[config.mk]
export PLATFORM = sky130hd
export DESIGN_NAME = set_sel_sweeper
export DESIGN_NICKNAME = d
export VERILOG_FILES = /design/src/rtl/cache_pkg.sv /design/src/rtl/idx_onehot.sv /design/src/rtl/set_sel_sweeper.sv
export SDC_FILE = /design/constraint.sdc
export NUM_CORES = 1
export LEC_CHECK = 0
export ABC_AREA = 1
export CORE_ASPECT_RATIO = 1.5
export CORE_MARGIN = 4
export CORE_UTILIZATION = 46
export DETAILED_ROUTE_END_ITERATION = 6
export PLACE_DENSITY = 0.75
export SLEW_MARGIN = 20
export SYNTH_ARGS = -nofsm -noshare
export SYNTH_HDL_FRONTEND = slang
export SYNTH_SLANG_ARGS = --single-unit
[constraint.sdc]
create_clock -name clk -period 2.2 [get_ports clk]
set_input_delay 0.66 -clock clk [delete_from_list [all_inputs] [get_ports clk]]
set_output_delay 0.66 -clock clk [all_outputs]
set_load 0.02 [all_outputs]
[src/rtl/cache_pkg.sv]
// ----------------------------------------------------------------------------
// cache_pkg
// Shared types and constants for the set-associative cache datapath.
//
// Contents:
//   DEFAULT_N_SETS  default number of cache sets (one-hot select width)
//   sel_mode_e      request mode of the set-select sweeper (single / sweep)
//   sweep_state_e   FSM state of the set-select sweeper
//   idx_in_range    helper: index is a legal set number for a given set count
// ----------------------------------------------------------------------------
package cache_pkg;

    localparam int DEFAULT_N_SETS = 32;

    typedef enum logic {
        SEL_SINGLE = 1'b0,
        SEL_SWEEP  = 1'b1
    } sel_mode_e;

    typedef enum logic {
        ST_IDLE  = 1'b0,
        ST_SWEEP = 1'b1
    } sweep_state_e;

    // Done on 32-bit values so the compare stays meaningful when the set
    // count is not a power of two and the index field has spare codes.
    function automatic logic idx_in_range(input logic [31:0] idx,
                                          input logic [31:0] n_sets);
        return idx < n_sets;
    endfunction

endpackage

[src/rtl/idx_onehot.sv]
// ----------------------------------------------------------------------------
// idx_onehot
// Combinational binary-index to one-hot decoder, N_SETS bits wide.
// Index codes at or above N_SETS (possible when N_SETS is not a power of two)
// decode to all zeros.
//
// Parameters:
//   N_SETS  output width / number of sets (>= 2)
//   IDX_W   derived index width, $clog2(N_SETS)
// Ports:
//   idx     in   IDX_W   binary index
//   onehot  out  N_SETS  bit k high when idx == k
// ----------------------------------------------------------------------------
module idx_onehot
    import cache_pkg::*;
#(
    parameter  int N_SETS = DEFAULT_N_SETS,
    localparam int IDX_W  = $clog2(N_SETS)
) (
    input  logic [IDX_W-1:0]  idx,
    output logic [N_SETS-1:0] onehot
);

    always_comb begin
        onehot = '0;
        for (int k = 0; k < N_SETS; k++) begin
            if (32'(idx) == 32'(k)) begin
                onehot[k] = 1'b1;
            end
        end
    end

endmodule

[src/rtl/set_sel_sweeper.sv]
// ----------------------------------------------------------------------------
// set_sel_sweeper
// Registered index-to-one-hot set-select generator for the set-associative
// cache. A request either decodes one index (single mode) or walks every
// index from a start to an inclusive end, wrapping modulo N_SETS (sweep
// mode), producing one output beat per index. Used by the cache controller
// for flush / invalidate walks over the tag and data array set enables.
//
// Optional feature (macro SET_SEL_SWEEPER_ABORT_EN):
//   adds an abort input that cancels the running transaction, and an
//   aborted output that pulses one cycle when that happens.
//
// Parameters:
//   N_SETS      number of sets / one-hot width (>= 2, any value)
//   IDX_W       derived index width, $clog2(N_SETS)
// Ports:
//   clk         in   1       clock, rising edge
//   rst_n       in   1       asynchronous active-low reset
//   req_valid   in   1       request present
//   req_ready   out  1       request accepted when high with req_valid
//   req_mode    in   1       0 = single, 1 = sweep
//   req_idx     in   IDX_W   single index or sweep start index
//   req_end     in   IDX_W   sweep end index (inclusive), unused in single
//   sel_valid   out  1       output beat present
//   sel_ready   in   1       downstream accepts the beat
//   sel_onehot  out  N_SETS  one-hot set select of the current beat
//   sel_idx     out  IDX_W   binary index of the current beat
//   sel_last    out  1       final beat of the transaction
//   busy        out  1       sweep in progress or beat pending
//   err         out  1       one-cycle pulse: request rejected, out of range
//   abort       in   1       (ABORT_EN only) cancel current transaction
//   aborted     out  1       (ABORT_EN only) one-cycle pulse after a cancel
// ----------------------------------------------------------------------------
module set_sel_sweeper
    import cache_pkg::*;
#(
    parameter  int N_SETS = DEFAULT_N_SETS,
    localparam int IDX_W  = $clog2(N_SETS)
) (
    input  logic              clk,
    input  logic              rst_n,
    input  logic              req_valid,
    output logic              req_ready,
    input  logic              req_mode,
    input  logic [IDX_W-1:0]  req_idx,
    input  logic [IDX_W-1:0]  req_end,
    output logic              sel_valid,
    input  logic              sel_ready,
    output logic [N_SETS-1:0] sel_onehot,
    output logic [IDX_W-1:0]  sel_idx,
    output logic              sel_last,
    output logic              busy,
    output logic              err
`ifdef SET_SEL_SWEEPER_ABORT_EN
    ,
    input  logic              abort,
    output logic              aborted
`endif
);

    sweep_state_e     state;
    logic [IDX_W-1:0] counter;
    logic [IDX_W-1:0] end_idx;

    logic             mode_sweep;
    logic             accept;
    logic             beat_taken;
    logic             range_bad;
    logic             abort_now;
    logic             abort_block;
    logic [IDX_W-1:0] next_idx;
    logic [IDX_W-1:0] load_idx;
    logic [N_SETS-1:0] load_onehot;

`ifdef SET_SEL_SWEEPER_ABORT_EN
    // An abort only acts when there is something to cancel, but it always
    // blocks new requests so it wins over a same-cycle accept.
    assign abort_now   = abort && busy;
    assign abort_block = abort;
`else
    assign abort_now   = 1'b0;
    assign abort_block = 1'b0;
`endif

    assign mode_sweep = (sel_mode_e'(req_mode) == SEL_SWEEP);
    assign busy       = (state == ST_SWEEP) || sel_valid;
    assign req_ready  = (state == ST_IDLE) && (!sel_valid || sel_ready) && !abort_block;
    assign accept     = req_valid && req_ready;
    assign beat_taken = sel_valid && sel_ready;

    // The end index only matters in sweep mode; a single request with a
    // junk end field must not be rejected.
    assign range_bad = !idx_in_range(32'(req_idx), 32'(N_SETS)) ||
                       (mode_sweep && !idx_in_range(32'(req_end), 32'(N_SETS)));

    // Wrap at N_SETS-1 rather than letting the counter roll over at
    // 2^IDX_W, so non-power-of-two set counts never visit illegal indices.
    assign next_idx = (counter == IDX_W'(N_SETS - 1)) ? '0 : counter + 1'b1;

    // In IDLE the next beat can only come from a new request; in SWEEP it
    // is always the successor of the current index.
    assign load_idx = (state == ST_IDLE) ? req_idx : next_idx;

    idx_onehot #(
        .N_SETS (N_SETS)
    ) u_decode (
        .idx    (load_idx),
        .onehot (load_onehot)
    );

    // Control FSM and output register. A beat is replaced only when the
    // current one is taken, which keeps it stable under backpressure and
    // lets a new request land in the same cycle the last beat leaves.
    always_ff @(posedge clk or negedge rst_n) begin
        if (!rst_n) begin
            state      <= ST_IDLE;
            counter    <= '0;
            end_idx    <= '0;
            sel_valid  <= 1'b0;
            sel_onehot <= '0;
            sel_idx    <= '0;
            sel_last   <= 1'b0;
            err        <= 1'b0;
`ifdef SET_SEL_SWEEPER_ABORT_EN
            aborted    <= 1'b0;
`endif
        end else begin
            err <= 1'b0;
`ifdef SET_SEL_SWEEPER_ABORT_EN
            aborted <= 1'b0;
`endif
            if (abort_now) begin
                state      <= ST_IDLE;
                sel_valid  <= 1'b0;
                sel_onehot <= '0;
                sel_last   <= 1'b0;
`ifdef SET_SEL_SWEEPER_ABORT_EN
                aborted    <= 1'b1;
`endif
            end else begin
                case (state)
                    ST_IDLE: begin
                        if (accept && !range_bad) begin
                            sel_valid  <= 1'b1;
                            sel_onehot <= load_onehot;
                            sel_idx    <= req_idx;
                            sel_last   <= !mode_sweep || (req_idx == req_end);
                            if (mode_sweep && (req_idx != req_end)) begin
                                state   <= ST_SWEEP;
                                counter <= req_idx;
                                end_idx <= req_end;
                            end
                        end else begin
                            if (accept) begin
                                err <= 1'b1;
                            end
                            if (beat_taken) begin
                                sel_valid  <= 1'b0;
                                sel_onehot <= '0;
                                sel_last   <= 1'b0;
                            end
                        end
                    end
                    ST_SWEEP: begin
                        if (beat_taken) begin
                            sel_onehot <= load_onehot;
                            sel_idx    <= next_idx;
                            sel_last   <= (next_idx == end_idx);
                            counter    <= next_idx;
                            if (next_idx == end_idx) begin
                                state <= ST_IDLE;
                            end
                        end
                    end
                endcase
            end
        end
    end

endmodule

==> impl_results.md <==
- DP HPWL: roughly 4.1 mm
- Syn_nets: 321
- Vias in the first global route: slightly above 2000
- Async SR Flop Fraction: 100%
- Mapped Avg Cell Area: 7.91 µm²
- Avg Vias per Cell: about 4.8
- Worst hold path class: in -> async
- Initial antenna violation count: 0
- Unrepaired setup endpoints after global routing: no
- Largest cells by area after synthesis: dfrtp_1 52%, nand2_1 20%, inv_1 4.4%
- Gr ovfl total: 0
- Vias: 2142
- Starting density of the core: between 40% and 50%
- Critical path peak fanout: 4
- Startpoint Class: flop
- Core Region: 5120 µm²
- Critical path type: reg -> out
- Max Cap Violations: 0
- Final instance area: around 3300 µm²
- Fin Setup TNS: 0 ns
- DR WL/cell: about 12 µm
- Drt first pass iters: 4
- Synthesized instance count: 304
- Final Wtd Congestion: ~0.85
- Largest net degree at the start of global routing: 51
- CTS root buf: clkbuf_8
- Fmax: 0.501 GHz
- CTS Buffer Depth: 2
- N_diodes: 0
- R2r setup slk: 0.23 ns
- Nets: 395
- # DRC: 0
- Cell Area, Synth: 2400 µm²
- Placed instance area: about 3100 µm²
- Relative slew slack: between 50% and 60%
- Peak supply drop: 623 µV
- Ys flop type: dfrtp_1
- Fin. Hold Viols: 0
- Worst path slowest cell: dfrtp_1
- Worst endpoint required time: 1.54 ns
- CTS Hold Buffers Added: 0
- Worst skew pair latency: around 0.30 ns
- P_leak: between 0.0015 and 0.002 µW
- Final setup vio count: 0
- Row cnt: 32
- Max incr delay on CP: between 0.4 and 0.5 ns
- Num CTS Buffers: 5
- Final period util: 90.8%
- Worst Clk Skew: between 0.01 and 0.015 ns
- First-pass GRT wire length: between 8 and 9 mm
- Syn-to-layout area delta: 35.3%
- DIE WIDTH: between 60 and 70 µm
- CP Cell Sequence: or2_2, dlygate4sd2_1
- Clk pin slew, worst setup/hold paths: roughly 0.090 ns
- Die area: between 6000 and 7000 µm²
- Iter 0 DRT Violations: between 100 and 150
- Synth cell count leaders: 128 x nand2_1, 50 x dfrtp_1, 28 x inv_1
- CTS tree: done
- Antenna-violating nets left: 0
- Worst-Margin Slew: between 0.6 and 0.7 ns
- # clock sinks: 50
- Slew Limit Fails: 0
- Die height: 96.5 µm
- Post-synthesis sequential area ratio: 52.1%
- Post-synth EDFFs: 0
- Routed wire length: about 5.4 mm
- Cell taking the most area after synthesis: dfrtp_1
- Top-count cell post-synth: nand2_1
- Num ports: 57
- Status: finished, final reports clean
- Top cell type's share of synthesized area: roughly 52%
- Crit path time final: about 2 ns
- Ratio of cells with drive above 1 in the final layout: about 15%
- FILL cells: ~500
- Arrival time of the worst setup path: about 1.3 ns
- Synth warn: 0
- Unique masters post-synth: 27
- FF+latch count, synth: 50
- Pwr/cell area: about 1400 nW/µm²
- H-tree depth: 2
- Port buffer count: 55
- Total track usage: approximately 18%
- Endpoint class of the critical path: primary output
## registers in the layout, indices dropped and copies added, names as in the netlist
name,flops
state,1
sel_valid,1
counter,5
sel_last,1
sel_idx,5
sel_onehot,32
end_idx,5
## routing by layer
layer	share of wire (%)	vias up	track usage [%]
met3	3.3	12	3.01
li1	-	1091	-
met1	41	996	19.4
met2	54	43	33.1
met4	2.1	0	6.77
met5	0	-	0
## timing repair
| item | in CTS | in global routing |
|---|---|---|
| pin swaps | 0 | 2 |
| resized for setup | 6 | 9 |
| setup buffers | 0 | 4 |
| setup endpoints to repair | 35 | 32 |
## where the power goes
group	total, µW	leakage [µW]	switching (µW)	internal (µW)
Combinational	2440	0.000944	1460	988
Sequential	1430	0.000661	193	1230
Clock	642	0.0000514	302	339
## cell type report
| cell class | count | area (µm²) | share of cell area, % |
|---|---|---|---|
| clock buffers | 6 | 72.6 | 2.23 |
| inverters | 34 | 130 | 4.00 |
| flip-flops and latches | 50 | 1250 | 38.5 |
| clock inverters | 2 | 37.5 | 1.15 |
| multi-input cells | 214 | 993 | 30.5 |
| repair buffers | 73 | 683 | 21.0 |
| well taps | 68 | 85.1 | 2.62 |
## cells in the final DEF (no fill, tap or decap)
| cell type | n |
|---|---|
| a21oi_1 | 4 |
| a21oi_2 | 1 |
| buf_2 | 1 |
| buf_4 | 18 |
| buf_6 | 1 |
| bufinv_16 | 1 |
| clkbuf_1 | 1 |
| clkbuf_8 | 5 |
| clkdlybuf4s50_1 | 51 |
| clkinvlp_4 | 1 |
| conb_1 | 1 |
| dfrtp_1 | 50 |
| dlygate4sd2_1 | 1 |
| dlymetal6s2s_1 | 1 |
| ha_1 | 2 |
| inv_1 | 26 |
| inv_2 | 7 |
| inv_4 | 1 |
| nand2_1 | 128 |
| nand2_2 | 3 |
| nand2_4 | 2 |
| nand3_1 | 7 |
| nand3_2 | 2 |
| nand4_1 | 4 |
| nor2_1 | 18 |
| nor2_2 | 3 |
| nor2_4 | 4 |
| nor3_1 | 1 |
| o21ai_0 | 15 |
| o21ai_1 | 13 |
| o21ai_2 | 3 |
| o21ai_4 | 1 |
| or2_2 | 1 |
| xnor2_1 | 1 |
## final timing paths
kind | depth (start not counted) | to | startpoint
hold reg to reg | 2 | sel_idx[4]$_DFFE_PN0P_ | sel_idx[4]$_DFFE_PN0P_
hold / removal | 2 | sel_onehot[3]$_DFFE_PN0P_ | rst_n
setup reg to reg | 13 | sel_onehot[31]$_DFFE_PN0P_ | counter[1]$_DFFE_PN0P_
min in group clk | 2 | sel_idx[4]$_DFFE_PN0P_ | sel_idx[4]$_DFFE_PN0P_
max in group asynchronous | 2 | sel_onehot[15]$_DFFE_PN0P_ | rst_n
setup / recovery | 2 | busy | state$_DFF_PN0_
## through the flow
stage	hold slack [ns]	setup slack, ns	total power (µW)	std cells	utilization [%]
2_1_floorplan	0.364	0.430	2890	304	-
3_3_place_gp	0.459	-0.402	3760	435	60.5
3_5_place_dp	0.465	-0.509	3820	435	60.5
4_1_cts	0.470	0.0247	4460	443	62.6
5_1_grt	0.506	0.0226	4860	447	63.5
6_report	0.452	0.203	4510	447	63.5
## cell families after synthesis
kind of cell | synth area share (%)
simple gates | 30.6
flops | 52.1
buf+inv | 7.03
compound gates | 8.80
fa+ha+maj | 1.04
xor+xnor | 0.364
other cells | 0.156
## critical path: cells and delay by family (launching register included)
family	cells	cell delay (ns)
flops	1	0.42
buf+inv	1	0.32
simple gates	1	0.30
Note: power is estimated with default switching activity, not from simulation.
